<file path="config.mk">
export PLATFORM = sky130hd
export DESIGN_NAME = combo_score_keeper
export DESIGN_NICKNAME = d
export VERILOG_FILES = /design/src/rtl/combo_score_keeper.sv
export SDC_FILE = /design/constraint.sdc
export NUM_CORES = 1
export LEC_CHECK = 0
export ABC_CLOCK_PERIOD_IN_PS = 4800
export CORE_MARGIN = 3
export CORE_UTILIZATION = 53
export DETAILED_ROUTE_END_ITERATION = 7
export PLACE_DENSITY = 0.83
export SLEW_MARGIN = 20
export SYNTH_ARGS = -nofsm -noshare
export SYNTH_HDL_FRONTEND = slang
export SYNTH_SLANG_ARGS = --single-unit
</file>
<file path="constraint.sdc">
create_clock -name clk -period 4.8 [get_ports clk]
set_input_delay 0.96 -clock clk [delete_from_list [all_inputs] [get_ports clk]]
set_output_delay 0.96 -clock clk [all_outputs]
set_load 0.05 [all_outputs]
</file>
<file path="src/rtl/combo_score_keeper.sv">
// BCD score keeper: combo-scaled hits are added as repeated BCD adds, one add per cycle.
// First score change 2 edges after hit; a one-deep pending slot absorbs one hit, further hits pulse hitDropped.
module combo_score_keeper #(
    parameter int DIGITS     = 3,
    parameter int MAX_MULT   = 4,
    parameter int COMBO_STEP = 5
) (
    input  logic                  clk,
    input  logic                  resetN,
    input  logic                  restartGame,
    input  logic                  hit,
    input  logic [3:0]            hitPoints,
    input  logic                  miss,
    output logic [4*DIGITS-1:0]   scoreBcd,
    output logic [4*DIGITS-1:0]   highBcd,
    output logic [3:0]            multiplier,
    output logic                  busy,
    output logic                  hitDropped,
    output logic                  saturated,
    output logic                  newHigh
);

    localparam int W  = 4 * DIGITS;
    localparam int CW = 8;
    localparam logic [CW-1:0] COMBO_MAX = CW'(COMBO_STEP * (MAX_MULT - 1));
    localparam logic [W-1:0]  ALL_NINES = {DIGITS{4'h9}};

    typedef enum logic {S_IDLE, S_ADD} state_t;

    state_t          state_q, state_d;
    logic [W-1:0]    score_q, score_d;
    logic [W-1:0]    high_q, high_d;
    logic [CW-1:0]   combo_q, combo_d;
    logic [3:0]      mult_q, mult_d;
    logic [3:0]      pts_q, pts_d;
    logic [3:0]      cnt_q, cnt_d;
    logic            pend_vld_q, pend_vld_d;
    logic [3:0]      pend_pts_q, pend_pts_d;
    logic [3:0]      pend_mult_q, pend_mult_d;
    logic            dropped_q, dropped_d;
    logic            sat_q, sat_d;
    logic            new_high_q, new_high_d;

    logic [3:0]      pts_in;
    logic            hit_vld;
    logic            accept;
    logic            drop;
    logic            last_add;
    logic            high_gt;
    logic [W:0]      add_res;

    // Decimal add of a single digit value into the ones position; MSB is the carry out of the top digit.
    function automatic logic [W:0] bcd_add(input logic [W-1:0] a, input logic [3:0] p);
        logic [W-1:0] sum;
        logic         c;
        logic [4:0]   s;
        sum = '0;
        c   = 1'b0;
        for (int i = 0; i < DIGITS; i++) begin
            s = {1'b0, a[4*i +: 4]} + {4'd0, c};
            if (i == 0) begin
                s = s + {1'b0, p};
            end
            if (s > 5'd9) begin
                sum[4*i +: 4] = 4'(s - 5'd10);
                c = 1'b1;
            end else begin
                sum[4*i +: 4] = s[3:0];
                c = 1'b0;
            end
        end
        return {c, sum};
    endfunction

    assign pts_in   = (hitPoints > 4'd9) ? 4'd9 : hitPoints;
    assign hit_vld  = hit && !restartGame;
    assign accept   = hit_vld && ((state_q == S_IDLE) || !pend_vld_q);
    assign drop     = hit_vld && (state_q == S_ADD) && pend_vld_q;
    assign last_add = (state_q == S_ADD) && (cnt_q == 4'd1);
    assign high_gt  = score_q > high_q;
    assign add_res  = bcd_add(score_q, pts_q);

    always_ff @(posedge clk or negedge resetN) begin
        if (!resetN) begin
            state_q <= S_IDLE;
        end else begin
            state_q <= state_d;
        end
    end

    always_comb begin
        state_d = state_q;
        if (restartGame) begin
            state_d = S_IDLE;
        end else begin
            case (state_q)
                S_IDLE: if (accept) state_d = S_ADD;
                S_ADD:  if (last_add && !pend_vld_q && !accept) state_d = S_IDLE;
                default: state_d = S_IDLE;
            endcase
        end
    end

    always_comb begin
        score_d     = score_q;
        combo_d     = combo_q;
        pts_d       = pts_q;
        cnt_d       = cnt_q;
        pend_vld_d  = pend_vld_q;
        pend_pts_d  = pend_pts_q;
        pend_mult_d = pend_mult_q;
        dropped_d   = 1'b0;
        sat_d       = sat_q;
        high_d      = high_gt ? score_q : high_q;
        new_high_d  = new_high_q || high_gt;

        if (restartGame) begin
            score_d    = '0;
            combo_d    = '0;
            pend_vld_d = 1'b0;
            cnt_d      = 4'd0;
            sat_d      = 1'b0;
            new_high_d = 1'b0;
        end else begin
            if (state_q == S_ADD) begin
                if (add_res[W]) begin
                    score_d = ALL_NINES;
                    sat_d   = 1'b1;
                end else begin
                    score_d = add_res[W-1:0];
                end
                cnt_d = cnt_q - 4'd1;
                if (last_add && pend_vld_q) begin
                    pts_d      = pend_pts_q;
                    cnt_d      = pend_mult_q;
                    pend_vld_d = 1'b0;
                end
            end

            // A hit arriving as the current job retires goes straight to the working registers.
            if (accept) begin
                if ((state_q == S_IDLE) || last_add) begin
                    pts_d = pts_in;
                    cnt_d = mult_q;
                end else begin
                    pend_vld_d  = 1'b1;
                    pend_pts_d  = pts_in;
                    pend_mult_d = mult_q;
                end
            end

            dropped_d = drop;

            if (miss) begin
                combo_d = '0;
            end else if (accept && (combo_q < COMBO_MAX)) begin
                combo_d = combo_q + 1'b1;
            end
        end

        mult_d = 4'(1 + int'(combo_d) / COMBO_STEP);
    end

    always_ff @(posedge clk or negedge resetN) begin
        if (!resetN) begin
            score_q     <= '0;
            high_q      <= '0;
            combo_q     <= '0;
            mult_q      <= 4'd1;
            pts_q       <= 4'd0;
            cnt_q       <= 4'd0;
            pend_vld_q  <= 1'b0;
            pend_pts_q  <= 4'd0;
            pend_mult_q <= 4'd0;
            dropped_q   <= 1'b0;
            sat_q       <= 1'b0;
            new_high_q  <= 1'b0;
        end else begin
            score_q     <= score_d;
            high_q      <= high_d;
            combo_q     <= combo_d;
            mult_q      <= mult_d;
            pts_q       <= pts_d;
            cnt_q       <= cnt_d;
            pend_vld_q  <= pend_vld_d;
            pend_pts_q  <= pend_pts_d;
            pend_mult_q <= pend_mult_d;
            dropped_q   <= dropped_d;
            sat_q       <= sat_d;
            new_high_q  <= new_high_d;
        end
    end

    always_comb begin
        scoreBcd   = score_q;
        highBcd    = high_q;
        multiplier = mult_q;
        busy       = (state_q == S_ADD) || pend_vld_q;
        hitDropped = dropped_q;
        saturated  = sat_q;
        newHigh    = new_high_q;
    end

endmodule

</file>
==> impl_metrics.py, run 1 <==
metrics = {
    "clocking": {
        "clkTransAtPathRegs_ns": 0.07,
        "htreeDepth": 3,
        "cts_buffer_depth": 2,
        "clock_latency_ns": 0.35,
        "cts_buffers": 9,
        "cts_tree": "done",
        "ctsHoldBuffers": 0,
        "clkSinkCount": 57,
        "root_buffer": "clkbuf_8",
    },
    "sta": {
        "slew-limit-headroom": 0.477,
        "finalHoldViolCount": 0,
        "rsz0062_at_grt": "yes",
        "setup_viol": 2,
        "finalMaxSlewViolations": 0,
        "fin_crit_sh": 1.01,
        "max_freq_mhz": 207,
        "period_minus_slack_ns": 4.83,
        "finalWorstSetupSlack_ns": -0.0350,
        "tns_ns": -0.0395,
        "worst_pin_slew_ns": 0.782,
        "skew_ns": 0.0160,
    },
    "outcome": {
        "status": "complete, but fails checks",
        "violations": "setup timing",
    },
    "route": {
        "drc": 0,
        "drtIter0Drc": 280,
        "num_vias": 4314,
        "wl_mm": 12.9,
        "firstDrtPassIters": 5,
        "routedWlPerCell_um": 18.2,
        "ant_nets": 0,
        "via_per_inst": 6.08,
    },
    "synth": {
        "syn-num-nets": 538,
        "syn_avg_cell_area_um2": 8.76,
        "synthFlopType": "dfrtp_1",
        "synthTopCellsByCount": "56 x dfrtp_1, 52 x nor2_1, 47 x nand2_1",
        "ys_seq_elements": 57,
        "yosys.area.top_type": "dfrtp_1",
        "synthTopCellsByArea": "dfrtp_1 32%, ha_1 8.9%, nor2_1 4.5%, nand2_1 4.1%, a21oi_1 3.7%",
        "synthArstFlopShare": 1.00,
        "seq_area_frac_synth": 0.328,
        "syn_area_um2": 4350,
        "synth_edf_count": 0,
        "post_synth_num_cell_types": 80,
        "synthCells": 497,
        "synth_top_area_frac": 0.322,
        "yosysMostFrequentCell": "dfrtp_1",
        "ys_warn_count": 0,
    },
    "global_route": {
        "overflow": 0,
        "grt_pass1_vias": 4269,
        "grt_max_degree": 49,
        "antenna_found_initial": 0,
        "grt_pass1_wl_mm": 20.0,
        "grt_usage": 0.257,
    },
    "setup_path": {
        "critPathKind": "flip-flop to flip-flop",
        "worst-path-buf-inv": 1,
        "cp_top_family": "adder cells",
        "end_kind": "flip-flop",
        "cp_data_arrival_time_ns": 5.10,
        "startpoint_type": "flip-flop",
        "timing.critical_path.mode_cell": "ha_4",
        "crit_required_ns": 5.07,
        "slowest_delay_ns": 0.43,
        "r2r_start": "scoreBcd[0]",
        "path_cells": "ha_4 > fa_2 > xnor2_4 > ha_4 > a32oi_2 > a221o_1 > ha_4 > ha_4 > xnor2_4 > ha_2 > nand2_1 > a32o_2 > o31ai_2 > nand2_1 > o21ai_2 > ha_2 > ha_4 > nand2b_4 > a21oi_4 > o21ai_4 > buf_6 > nor3_2 > o21ai_1 > o21ai_1",
        "cp-startpoint": "scoreBcd[0]",
        "slowest_stage": "dfrtp_2",
        "path_max_fanout": 4,
    },
    "cells_and_area": {
        "final_util": 0.750,
        "nNetsFinal": 643,
        "n_antenna_cell": 0,
        "design_area_um2": 5890,
        "drive_gt1_frac": 0.292,
        "area_delta_synth_final_pct": 35.2,
        "fillCellCount": 541,
    },
    "place": {
        "place_ws_ns": -0.384,
        "dpl-instance-area_um2": 5290,
        "dpl.hpwl_mm": 8.70,
        "io_buffers": 40,
        "gp_congestion": 0.937,
    },
    "floorplan": {
        "die-area_um2": 9340,
        "num_rows": 32,
        "die_width_um": 96.6,
        "pin_count": 41,
        "die_y_um": 96.6,
        "initial_core_util": 0.555,
        "coreArea_um2": 7850,
    },
    "min_path": {
        "hold_class": "primary input to async pin",
    },
    "run": {
        "max_cap_viol_count": 0,
    },
    "pwr": {
        "ir_worst_vdd_mv": 0.245,
        "static-leakage-power_nw": 2.50,
        "p_per_area_nw_per_um2": 387,
    },
}
## through the flow
stage / cells / hold slack [ns] / power (mW)
2_1_floorplan: 497 / 0.464 / 1.32
3_3_place_gp: 681 / 0.478 / 1.55
3_5_place_dp: 681 / 0.489 / 1.61
4_1_cts: 700 / 0.455 / 2.05
5_1_grt: 709 / 0.461 / 2.40
6_report: 709 / 0.453 / 2.28
## cells by family (layout without fill, tap and decap cells)
family	Yosys count	after routing	synth area share
xor+xnor	20	20	0.0420
buf+inv	51	161	0.0555
mux	13	13	0.0319
fa+ha+maj	32	32	0.0937
flops	57	57	0.328
compound gates	145	145	0.241
simple gates	179	179	0.209
## registers in the layout (all words and copies together), names as in the netlist
signal / cells
combo_q: 8
saturated: 1
pts_q: 4
state_q: 1
scoreBcd: 12
newHigh: 1
cnt_q: 4
pend_mult_q: 4
hitDropped: 1
highBcd: 12
pend_vld_q: 1
pend_pts_q: 4
multiplier: 4
## per-layer routing
layer  vias to the layer above  wire (um)  track usage
li1                       2017          -            -
met1                      2097       5020        0.296
met2                       158       6670        0.463
met3                        42        800       0.0562
met4                         0        411       0.0950
met5                         -          0            0
## where the power goes
part | internal, mW | switching (mW) | total [mW]
clock | 0.214 | 0.196 | 0.409
combinational | 0.550 | 0.699 | 1.25
sequential | 0.551 | 0.0698 | 0.621
total | 1.31 | 0.964 | 2.28
## cell usage in the layout, fill, tap and decap left out, types with 9 or more instances in the layout
master and n:
buf_4 75, dfrtp_1 55, nor2_1 47, nand2_1 46, clkdlybuf4s50_1 37, a21oi_1 25
o21ai_0 23, inv_1 22, ha_1 20, clkbuf_8 11, xnor2_1 10, o21ai_1 9
nand4_1 9
## final timing paths
kind | end | slack (ns) | depth (start not counted)
min reg2reg | pend_mult_q[3] | 0.52 | 1
max | scoreBcd[10] | -0.03 | 24
max reg2reg | scoreBcd[10] | -0.03 | 24
min | scoreBcd[6] | 0.45 | 1
min in group clk | pend_mult_q[3] | 0.52 | 1
max in group asynchronous | scoreBcd[0] | 3.44 | 2
## layout make-up
| type | count | area [um^2] | share of cell area |
|---|---|---|---|
| clock inverter | 3 | 17.5 | 0.00298 |
| timing repair buffer | 119 | 1020 | 0.173 |
| tap | 102 | 128 | 0.0217 |
| inverter | 26 | 103 | 0.0174 |
| sequential | 57 | 1430 | 0.243 |
| clock buffer | 13 | 159 | 0.0270 |
| multi-input combinational | 389 | 3030 | 0.515 |
## repair_timing
item / 4_1_cts / 5_1_grt
pin swaps: 9 / 30
gates resized for setup: 17 / 52
gates cloned: 0 / 0
endpoints found under the hold margin: 0 / 0
setup buffers: 3 / 9
endpoints found under the setup margin: 11 / 16
No activity file was read; power rests on OpenSTA's default activity.
==> inputs of run 2 (changes only) <==
--- a/config.mk
+++ b/config.mk
@@ -6,10 +6,12 @@
 export NUM_CORES = 1
 export LEC_CHECK = 0
 export ABC_CLOCK_PERIOD_IN_PS = 4800
+export CELL_PAD_IN_SITES_DETAIL_PLACEMENT = 2
+export CELL_PAD_IN_SITES_GLOBAL_PLACEMENT = 2
 export CORE_MARGIN = 3
-export CORE_UTILIZATION = 53
+export CORE_UTILIZATION = 32
 export DETAILED_ROUTE_END_ITERATION = 7
-export PLACE_DENSITY = 0.83
+export PLACE_DENSITY = 0.81
 export SLEW_MARGIN = 20
 export SYNTH_ARGS = -nofsm -noshare
 export SYNTH_HDL_FRONTEND = slang
==> run 2 against run 1 <==
Against the previous run: the run still ends with setup timing left; clock power up 63%; sequential share of layout area down 1.8 points; global-route usage down 1.0 points; combinational power up 21%; total power up 23%; sequential power up 2%; maximum frequency down 7.9%; non-clock buffer count up 18; cell area up 8.1%; setup slack worse by 0.41 ns; wire length up 63%.
==> impl_metrics.py, run 2 (synthesis results as in run 1) <==
metrics = {
    "route": {
        "ant_nets": 0,
        "drtIter0Drc": 313,
        "num_vias": 4693,
        "routedWlPerCell_um": 26.4,
        "via_per_inst": 5.89,
        "wl_mm": 21.1,
        "drc": 0,
        "firstDrtPassIters": 5,
    },
    "clocking": {
        "clock_latency_ns": 0.34,
        "ctsHoldBuffers": 0,
        "cts_buffer_depth": 2,
        "cts_tree": "done",
        "clkTransAtPathRegs_ns": 0.06,
        "root_buffer": "clkbuf_16",
        "cts_buffers": 9,
        "clkSinkCount": 57,
        "htreeDepth": 3,
    },
    "cells_and_area": {
        "n_antenna_cell": 0,
        "drive_gt1_frac": 0.344,
        "design_area_um2": 6360,
        "final_cell_mix": "92 x buf_4, 54 x dfrtp_1, 43 x nand2_1",
        "mostFrequentLayoutCell": "buf_4",
        "area_delta_synth_final_pct": 46.1,
        "nNetsFinal": 661,
        "seq_area_um2": 1430,
        "fillCellCount": 1339,
        "multi_input_area_um2": 3180,
    },
    "place": {
        "gp_congestion": 0.876,
        "dpl-instance-area_um2": 5390,
        "io_buffers": 40,
        "dpl.hpwl_mm": 11.3,
        "place_ws_ns": -0.510,
    },
    "sta": {
        "setup_viol": 14,
        "finalMaxSlewViolations": 0,
        "whs_ns": 0.528,
        "period_minus_slack_ns": 5.25,
        "slew-limit-headroom": 0.421,
        "max_freq_mhz": 190,
        "worst_pin_slew_ns": 0.866,
        "finalWorstSetupSlack_ns": -0.450,
        "fin_crit_sh": 1.09,
        "finalHoldViolCount": 0,
        "skew_ns": 0.00773,
        "tns_ns": -3.83,
        "rsz0062_at_grt": "yes",
    },
    "floorplan": {
        "num_rows": 41,
        "die_width_um": 123,
        "die-area_um2": 15000,
        "die_y_um": 123,
        "initial_core_util": 0.335,
        "coreArea_um2": 13000,
        "pin_count": 41,
    },
    "min_path": {
        "hold_class": "flip-flop to flip-flop",
    },
    "setup_path": {
        "startpoint_type": "flip-flop",
        "critPathKind": "flip-flop to flip-flop",
        "cp_data_arrival_time_ns": 5.45,
        "end_kind": "flip-flop",
        "path_max_fanout": 4,
        "crit_required_ns": 5.00,
    },
    "outcome": {
        "status": "complete, but fails checks",
        "violations": "setup timing",
    },
    "pwr": {
        "ir_worst_vdd_mv": 0.196,
        "p_per_area_nw_per_um2": 442,
        "static-leakage-power_nw": 2.68,
    },
    "run": {
        "max_cap_viol_count": 0,
    },
    "global_route": {
        "grt_pass1_vias": 5027,
        "grt_max_degree": 58,
        "overflow": 0,
        "grt_pass1_wl_mm": 28.4,
        "grt_usage": 0.246,
        "antenna_found_initial": 0,
    },
}
run 2: layout make-up:
cell class / count / share of cell area
inverters: 26 / 0.0167
well taps: 172 / 0.0338
multi-input cells: 389 / 0.499
repair buffers: 137 / 0.180
flip-flops and latches: 57 / 0.225
clock buffers: 12 / 0.0387
clock inverters: 4 / 0.00708
run 2: what timing repair did:
action / CTS / global route
resized for setup: 45 / 54
pin swaps: 25 / 47
buffers inserted: 11 / 17
endpoints found under the hold margin: 0 / 0
endpoints found under the setup margin: 14 / 17
run 2: metal layers:
metal	GRT usage	up-vias	share of wire
met5	0	-	0
met2	0.460	158	0.53
met4	0.0938	0	0.037
met1	0.284	2430	0.40
met3	0.0332	57	0.031
li1	-	2048	-
run 2: path summary, 6_finish.rpt:
kind | start | to | slack (ns) | depth (start not counted)
setup / recovery | pts_q[0] | scoreBcd[10] | -0.45 | 26
hold / removal | pend_pts_q[1] | pend_pts_q[1] | 0.53 | 1
setup reg to reg | pts_q[0] | scoreBcd[10] | -0.45 | 26
hold reg to reg | pend_pts_q[1] | pend_pts_q[1] | 0.53 | 1
max in group asynchronous | resetN | pts_q[0] | 3.44 | 2
min in group asynchronous | resetN | highBcd[4] | 0.78 | 2
run 2: per-stage QoR:
step / power, mW / util / cells
2_1_floorplan: 1.32 / - / 497
3_3_place_gp: 1.58 / 0.416 / 753
3_5_place_dp: 1.67 / 0.416 / 753
4_1_cts: 2.52 / 0.461 / 780
5_1_grt: 2.93 / 0.490 / 797
6_report: 2.81 / 0.490 / 797
run 2: power breakdown:
group	internal, mW	switching (mW)
combinational	0.613	0.898
clock	0.414	0.254
sequential	0.552	0.0809
run 2: worst max-delay path, stage by stage, from the launching register on:
cell	delay [ns]
dfrtp_2	0.44
ha_4	0.18
fa_2	0.43
xnor2_4	0.33
ha_4	0.20
nand2_2	0.07
a32oi_2	0.22
a221o_1	0.31
ha_4	0.19
ha_4	0.16
xnor2_4	0.14
ha_2	0.22
nand2_2	0.05
a32o_2	0.25
o31ai_4	0.26
nand2_1	0.10
o21ai_2	0.10
ha_2	0.24
ha_4	0.18
nor2_4	0.05
a21oi_4	0.16
nor2_4	0.06
o21ai_2	0.22
buf_6	0.17
nor3_4	0.04
o21ai_1	0.18
o21ai_1	0.11
